===== config.mk =====
export PLATFORM = sky130hd
export DESIGN_NAME = ym_sr_slot_bank
export DESIGN_NICKNAME = d
export VERILOG_FILES = /design/src/rtl/ym_sr_slot_bank_pkg.sv /design/src/rtl/ym_sr_slot_stage.sv /design/src/rtl/ym_sr_slot_bank.sv
export SDC_FILE = /design/constraint.sdc
export NUM_CORES = 1
export LEC_CHECK = 0
export ABC_AREA = 1
export CORE_AREA = 2 2 168 252
export CTS_CLUSTER_SIZE = 24
export DETAILED_ROUTE_END_ITERATION = 7
export DIE_AREA = 0 0 170 254
export PLACE_DENSITY_LB_ADDON = 0.15
export SLEW_MARGIN = 25
export SYNTH_ARGS = -nofsm -noshare
export SYNTH_HDL_FRONTEND = slang
export SYNTH_SLANG_ARGS = --single-unit

===== constraint.sdc =====
create_clock -name MCLK -period 1.26 [get_ports MCLK]
set_clock_uncertainty 0.15 [all_clocks]
set_input_delay 0.315 -clock MCLK [delete_from_list [all_inputs] [get_ports MCLK]]
set_output_delay 0.315 -clock MCLK [all_outputs]
set_load 0.05 [all_outputs]

===== src/rtl/ym_sr_slot_bank_pkg.sv =====
// Shared definitions for the TDM slot bank: standard slot counts, the stage-0
// input selector and a ceil-log2 helper used to validate the counter width.
package ym_sr_slot_bank_pkg;

  localparam int YM_OP_SLOTS = 24;
  localparam int YM_CH_SLOTS = 6;

  typedef enum logic [1:0] {
    IN_ZERO   = 2'd0,
    IN_WRITE  = 2'd1,
    IN_RECIRC = 2'd2
  } in_sel_e;

  function automatic int ym_clog2(input int value);
    int width;
    width = 0;
    while ((1 << width) < value) begin
      width = width + 1;
    end
    return width;
  endfunction

endpackage


===== src/rtl/ym_sr_slot_stage.sv =====
// One ring stage: a DATA_WIDTH master/slave pair. The master captures on c1 and the
// slave takes the master on c2; both read pre-edge values, so nothing flows through.
module ym_sr_slot_stage #(
  parameter int DATA_WIDTH = 10
) (
  input  logic                  MCLK,
  input  logic                  reset,
  input  logic                  c1,
  input  logic                  c2,
  input  logic [DATA_WIDTH-1:0] d,
  output logic [DATA_WIDTH-1:0] q
);

  logic [DATA_WIDTH-1:0] m_q, m_d;
  logic [DATA_WIDTH-1:0] s_q, s_d;

  always_comb begin
    m_d = m_q;
    s_d = s_q;
    if (c1) m_d = d;
    if (c2) s_d = m_q;
  end

  always_ff @(posedge MCLK or negedge reset) begin
    if (!reset) begin
      m_q <= '0;
      s_q <= '0;
    end else begin
      m_q <= m_d;
      s_q <= s_d;
    end
  end

  assign q = s_q;

endmodule


===== src/rtl/ym_sr_slot_bank.sv =====
// Time-division-multiplexed register bank: SLOTS words rotate through a master/slave
// ring, one stage per c2, with a slot counter tagging the word presented on rd_data.
module ym_sr_slot_bank
  import ym_sr_slot_bank_pkg::*;
#(
  parameter int SLOTS      = YM_OP_SLOTS,
  parameter int DATA_WIDTH = 10,
  parameter int TAP        = 12,
  parameter int CNT_W      = 5
) (
  input  logic                  MCLK,
  input  logic                  reset,
  input  logic                  c1,
  input  logic                  c2,
  input  logic                  recirc,
  input  logic                  wr_en,
  input  logic [DATA_WIDTH-1:0] wr_data,
  input  logic                  clr,
  input  logic                  sync,
  output logic [DATA_WIDTH-1:0] rd_data,
  output logic [DATA_WIDTH-1:0] tap_data,
  output logic [CNT_W-1:0]      slot,
  output logic                  frame_end
);

  localparam logic [CNT_W-1:0] LAST_SLOT = CNT_W'(SLOTS - 1);

  if (SLOTS < 2 || DATA_WIDTH < 1 || TAP < 0 || TAP >= SLOTS ||
      CNT_W < ym_clog2(SLOTS)) begin : g_param_err
    $error("ym_sr_slot_bank: illegal parameters SLOTS=%0d TAP=%0d CNT_W=%0d",
           SLOTS, TAP, CNT_W);
  end

  logic [DATA_WIDTH-1:0] stage_out [SLOTS];
  logic [DATA_WIDTH-1:0] in0;
  in_sel_e               in_sel;
  logic [CNT_W-1:0]      slot_q, slot_d;

  // clr beats wr_en beats recirc; with none of them the ring drains to zero
  always_comb begin
    in_sel = IN_ZERO;
    if (clr) begin
      in_sel = IN_ZERO;
    end else if (wr_en) begin
      in_sel = IN_WRITE;
    end else if (recirc) begin
      in_sel = IN_RECIRC;
    end
    in0 = '0;
    case (in_sel)
      IN_WRITE:  in0 = wr_data;
      IN_RECIRC: in0 = stage_out[SLOTS-1];
      default:   in0 = '0;
    endcase
  end

  for (genvar g = 0; g < SLOTS; g++) begin : g_stage
    logic [DATA_WIDTH-1:0] stage_in;
    if (g == 0) begin : g_head
      assign stage_in = in0;
    end else begin : g_body
      assign stage_in = stage_out[g-1];
    end
    ym_sr_slot_stage #(
      .DATA_WIDTH(DATA_WIDTH)
    ) u_stage (
      .MCLK  (MCLK),
      .reset (reset),
      .c1    (c1),
      .c2    (c2),
      .d     (stage_in),
      .q     (stage_out[g])
    );
  end

  // Compare-and-wrap keeps non-power-of-two slot counts inside 0..SLOTS-1
  always_comb begin
    slot_d = slot_q;
    if (c2) begin
      if (sync || slot_q == LAST_SLOT) begin
        slot_d = '0;
      end else begin
        slot_d = slot_q + 1'b1;
      end
    end
  end

  always_ff @(posedge MCLK or negedge reset) begin
    if (!reset) begin
      slot_q <= '0;
    end else begin
      slot_q <= slot_d;
    end
  end

  assign rd_data   = stage_out[SLOTS-1];
  assign tap_data  = stage_out[TAP];
  assign slot      = slot_q;
  assign frame_end = (slot_q == LAST_SLOT);

endmodule


Word-level counts from Yosys, hierarchy flattened
Cells that the tools add are included.

Multipliers: 0. Div/mod/pow operators: 0. Shifts and indexed selects: 0. Mux-type cells: 5. Reduce and logical (&&, ||, !) cells: 1. Bitwise operators: 0. Order comparisons: 0. Equality and inequality tests: 3. $add $sub $neg: 1.

Operators by type and width (count): 10-bit case mux with 2 select lines (1); 2-bit two-way mux (3); 5-bit by 1-bit adder with 5-bit output (second input constant) (1); 5-bit equality test (second input constant) (1); 5-bit two-way mux (1); 2-bit by 1-bit equality test with 1-bit output (second input constant) (1); 2-bit equality test (second input constant) (1); 1-bit logical OR (1).

Bits in latches: 0. Flip-flop bits (word level): 485. Memory bits (writable): 0. Logic and storage cells: 59. Input port bits: 18. Memories: 0. ROM bits: 0.

Logic depth before layout (Yosys ltp)
Word-level depth: 5. Gate-level depth with buffers: 7.

Hierarchy
A second synthesis with hierarchy kept.

Cells, all modules: 2088. Area total of the unflattened synthesis: 18592.8 µm².

Modules (own cells, without submodules): ym_sr_slot_stage (area an instance 755.7 µm², cells each 84, times used 24); ym_sr_slot_bank (area an instance 455.4 µm², cells each 72, times used 1).

Least setup slack after synthesis
No wires, ideal clock.

Kind: reg2out. Start point: register slot_q[0], in the netlist slot[0]. End point: output port frame_end. Cell stages (with the launch flop): 6. Required time: 0.795 ns. Arrival time: 1.427 ns. Setup slack: -0.632 ns. Path buffers: 0. Cells stage by stage: dfrtp_1 > ha_1 > nand2_1 > inv_1 > nand2_1 > inv_1.

Cells in the longest elaborated chain, start to end: 1.

RTL lines: start: declaration (line ym_sr_slot_bank.sv:37) `logic [CNT_W-1:0] slot_q, slot_d;`; start signal: assignment (line ym_sr_slot_bank.sv:92) `slot_q <= slot_d;`; 5-bit equality test (line ym_sr_slot_bank.sv:99) `assign frame_end = (slot_q == LAST_SLOT);`; end: declaration (line ym_sr_slot_bank.sv:23) `output logic frame_end`.

Every way passes these cells.

Worst setup path after layout
Start point: register slot_q[1], in the netlist slot[1]. End point: output port frame_end.

Same word-level chain as after synthesis.

==> run summary <==
Final HPWL DP - 21200 um
Area of combinational cells with multiple inputs - 4590 um2
Worst flop-to-flop path endpoint - slot[2]$_DFFE_PN0P_
Count of buffer and inverter cells on the critical path - 3
Final count of hold timing violations - 0
DRT Wirelength - 33700 um
Status - complete, but fails checks
R2R Path Start - slot[1]$_DFFE_PN0P_
Vias - 12100
Required time worst endpoint - 0.79 ns
Highest ir drop seen on vdd - 1.12 mV
Mean routed wirelength per cell - 13.4 um
Setup-failing EPs final - 30
First drt pass iteration count - 4
Final non-filler cell total - 2505
Number of placed cells counting well taps - 2395
Boundary pin count - 44
Die Y-Extent - 254 um
Number of instances in the synthesized netlist - 1864
CP Capture Type - output port
Global-route usage over all layers - 0.162
Fraction of final layout cells sized beyond drive strength 1 - 0.122
Sequential share of the synthesized area - 0.666
Ordered cell list for the critical path - ha_4 > nand2_2 > inv_2 > nand2_4 > clkinvlp_4 > buf_12
Num rows - 91
Area of the core - 41000 um2
End point of the worst hold path - g_stage[2].u_stage.m_q[0]$_DFFE_PN0P_
CTS tree - yes
Fraction of the cycle the final worst path needs - 1.61
Post-synthesis instance area - 18200 um2
Seq. cell area - 12100 um2
Final Max Slew Viols - 0
Core Util, Final - 0.534
Setup repair after global routing missed its margin - true
DIE AREA - 43200 um2
Type of the worst setup path - flop to output port
Synth Area per Inst - 9.78 um2
# fillers - 3637
Number of library cell types mapped by synthesis - 22
Vias per inst - 4.81
Antenna fix cells - 0
Maximum clock insertion buffer count - 3
Yosys warning total - 0
Syn_nets - 1883
Number of flops mapped to enable cells by yosys - 0
Smallest setup slack after layout - -0.766 ns
Hold path depth - 3
Worst-skew pair later-pin latency - 0.55 ns
Final standard cell area without fillers - 21900 um2
Data arrival time of the worst path - 1.56 ns
Fin crit period - 2.03 ns
Number of sinks driven by the clock tree - 485
Max Cap Viol - 0
Number of port buffers - 43
Vias in the first global route - 12300
ANT nets after route - 0
Die width - 170 um
Remaining global-route overflow - 0
Length in cells of the worst reg-to-reg path - 7
Failing checks - setup timing
Worst hold start - c1
Path type of the worst min-delay path - primary input to flop
R2R setup slack - -0.07 ns
Transition time at the pin with the least slew margin - 0.321 ns
Global-route wire length before repair - 58700 um
Startpoint types - flop
Leakage power - 10.2 nW
Highest fanout seen on the critical path - 2
Worst Setup Slack post-DPL - -0.525 ns
Final Wtd Congestion - 0.738
Clock slew seen by the registers of the worst setup and hold paths - 0.06 ns
Rel. slew slack - 0.786
Signed area change from the synthesized netlist to the final layout - 20.2%
Slowest stage cell, crit path - sky130_fd_sc_hd__dfrtp_2
Largest net degree at the start of global routing - 67
Remaining routing DRC violations - 0
Effective utilization at floorplan - 0.445
Cell family with the largest share of critical-path delay - flip-flops
Number of clock buffers inserted by TritonCTS - 44
FF+latch count, synth - 485
First-iteration detailed-routing DRC count - 711
Post-layout net count - 1981
Number of antenna violations at the first check in global routing - 0
Cell chosen for the clock root - sky130_fd_sc_hd__clkbuf_16
Number of H-tree levels - 2
Highest achievable clock rate - 0.494 GHz
Pwr Density - 1690 nW/um2
Delay contributed by the slowest stage of the critical path - 0.43 ns
Ys async rst share - 1.00
Flip-flop cell with the highest count after synthesis - sky130_fd_sc_hd__dfrtp_1
Total cell area at the placement stage - 20100 um2
tightest hold or removal path, cell delays in order:
cell and delay (ns):
sky130_fd_sc_hd__buf_8 0.14, sky130_fd_sc_hd__buf_12 0.17, sky130_fd_sc_hd__o21ai_1 0.08
report_power, final:
group	total (mW)	switching [mW]	internal, mW
combinational	4.85	2.81	2.03
clock	13.1	5.69	7.40
sequential	19.1	1.08	18.0
total	37.0	9.58	27.4
sequential cells by signal, indices dropped and copies added (netlist names):
signal               flops
slot                     5
g_stage.u_stage.q      240
g_stage.u_stage.m_q    240
layout make-up:
type                    instances  area share
repair inverters                1    0.000400
flip-flops and latches        485       0.555
repair buffers                161      0.0988
clock buffers                  64      0.0611
multi-input cells            1028       0.210
well taps                     511      0.0292
inverters                     241      0.0422
clock inverters                14     0.00417
cell usage after synthesis (3+ instances only):
library cell | count | area share
sky130_fd_sc_hd__dfrtp_1 | 485 | 0.67
sky130_fd_sc_hd__nand4_1 | 12 | 0.0041
sky130_fd_sc_hd__mux2_2 | 4 | 0.0025
sky130_fd_sc_hd__o21ai_0 | 399 | 0.11
sky130_fd_sc_hd__nand2_1 | 513 | 0.11
sky130_fd_sc_hd__nor2_1 | 23 | 0.0047
sky130_fd_sc_hd__buf_6 | 20 | 0.012
sky130_fd_sc_hd__mux2_1 | 3 | 0.0019
sky130_fd_sc_hd__buf_2 | 23 | 0.0063
sky130_fd_sc_hd__a21oi_1 | 18 | 0.0049
sky130_fd_sc_hd__o21ai_1 | 41 | 0.011
sky130_fd_sc_hd__nand3_1 | 11 | 0.0030
sky130_fd_sc_hd__clkbuf_1 | 53 | 0.011
sky130_fd_sc_hd__inv_1 | 239 | 0.049
sky130_fd_sc_hd__buf_4 | 13 | 0.0054
cell usage in the layout, fill, tap and decap left out, types with 4 or more instances in the layout:
cell	instances
sky130_fd_sc_hd__nand2_1	509
sky130_fd_sc_hd__dfrtp_1	475
sky130_fd_sc_hd__o21ai_0	395
sky130_fd_sc_hd__inv_1	237
sky130_fd_sc_hd__buf_4	68
sky130_fd_sc_hd__buf_12	62
sky130_fd_sc_hd__clkbuf_16	48
sky130_fd_sc_hd__o21ai_1	45
sky130_fd_sc_hd__nor2_1	22
sky130_fd_sc_hd__a21oi_1	17
sky130_fd_sc_hd__clkdlybuf4s50_1	15
sky130_fd_sc_hd__nand4_1	12
sky130_fd_sc_hd__clkbuf_8	12
sky130_fd_sc_hd__nand3_1	11
sky130_fd_sc_hd__clkinv_2	10
sky130_fd_sc_hd__dfrtp_2	10
sky130_fd_sc_hd__buf_6	8
sky130_fd_sc_hd__clkbuf_1	6
sky130_fd_sc_hd__mux2_2	4
metrics by stage:
| step | setup TNS [ns] | total power [mW] | hold slack [ns] |
|---|---|---|---|
| global placement | -117.12 | 23.9 | 0.0346 |
| detailed placement | -117.30 | 24.1 | 0.0310 |
| floorplan | -0.995 | 21.9 | -0.131 |
| CTS | -10.85 | 37.5 | 0.0231 |
| finish | -9.79 | 37.0 | 0.0517 |
| global route | -11.17 | 39.1 | 0.0473 |
worst max path at each step:
stage / start / to / slack [ns] / depth (start not counted)
floorplan: slot[1]$_DFFE_PN0P_ / frame_end / -0.37 / 5
global placement: c2 / g_stage[4].u_stage.q[4]$_DFFE_PN0P_ / -0.53 / 5
detailed placement: c2 / g_stage[10].u_stage.q[9]$_DFFE_PN0P_ / -0.53 / 5
CTS: slot[0]$_DFFE_PN0P_ / frame_end / -0.80 / 6
global route: slot[1]$_DFFE_PN0P_ / frame_end / -0.83 / 6
finish: slot[1]$_DFFE_PN0P_ / frame_end / -0.77 / 6
what timing repair did:
action,CTS,global route
endpoints found under the hold margin,485,0
gates cloned,0,3
buffers inserted,21,10
pin swaps,3,5
endpoints found under the setup margin,30,43
hold buffers,1,0
gates resized for setup,12,21
routing by layer:
metal	GRT usage	routed length, um	vias up
met2	0.277	16700	88
met5	0	0	-
met4	0.0403	587	0
met1	0.220	15600	5916
met3	0.0221	776	42
li1	-	-	6014
cell families (layout without fill, tap and decap cells):
family          after synthesis  after routing  synth area share
simple gates                560            560             0.118
flops                       485            485             0.666
compound gates              459            459             0.126
buf+inv                     351            481            0.0848
mux                           7              7           0.00432
fa+ha+maj                     1              1          0.000686
xor+xnor                      1              1          0.000481
No activity file was read; power rests on OpenSTA's default activity.
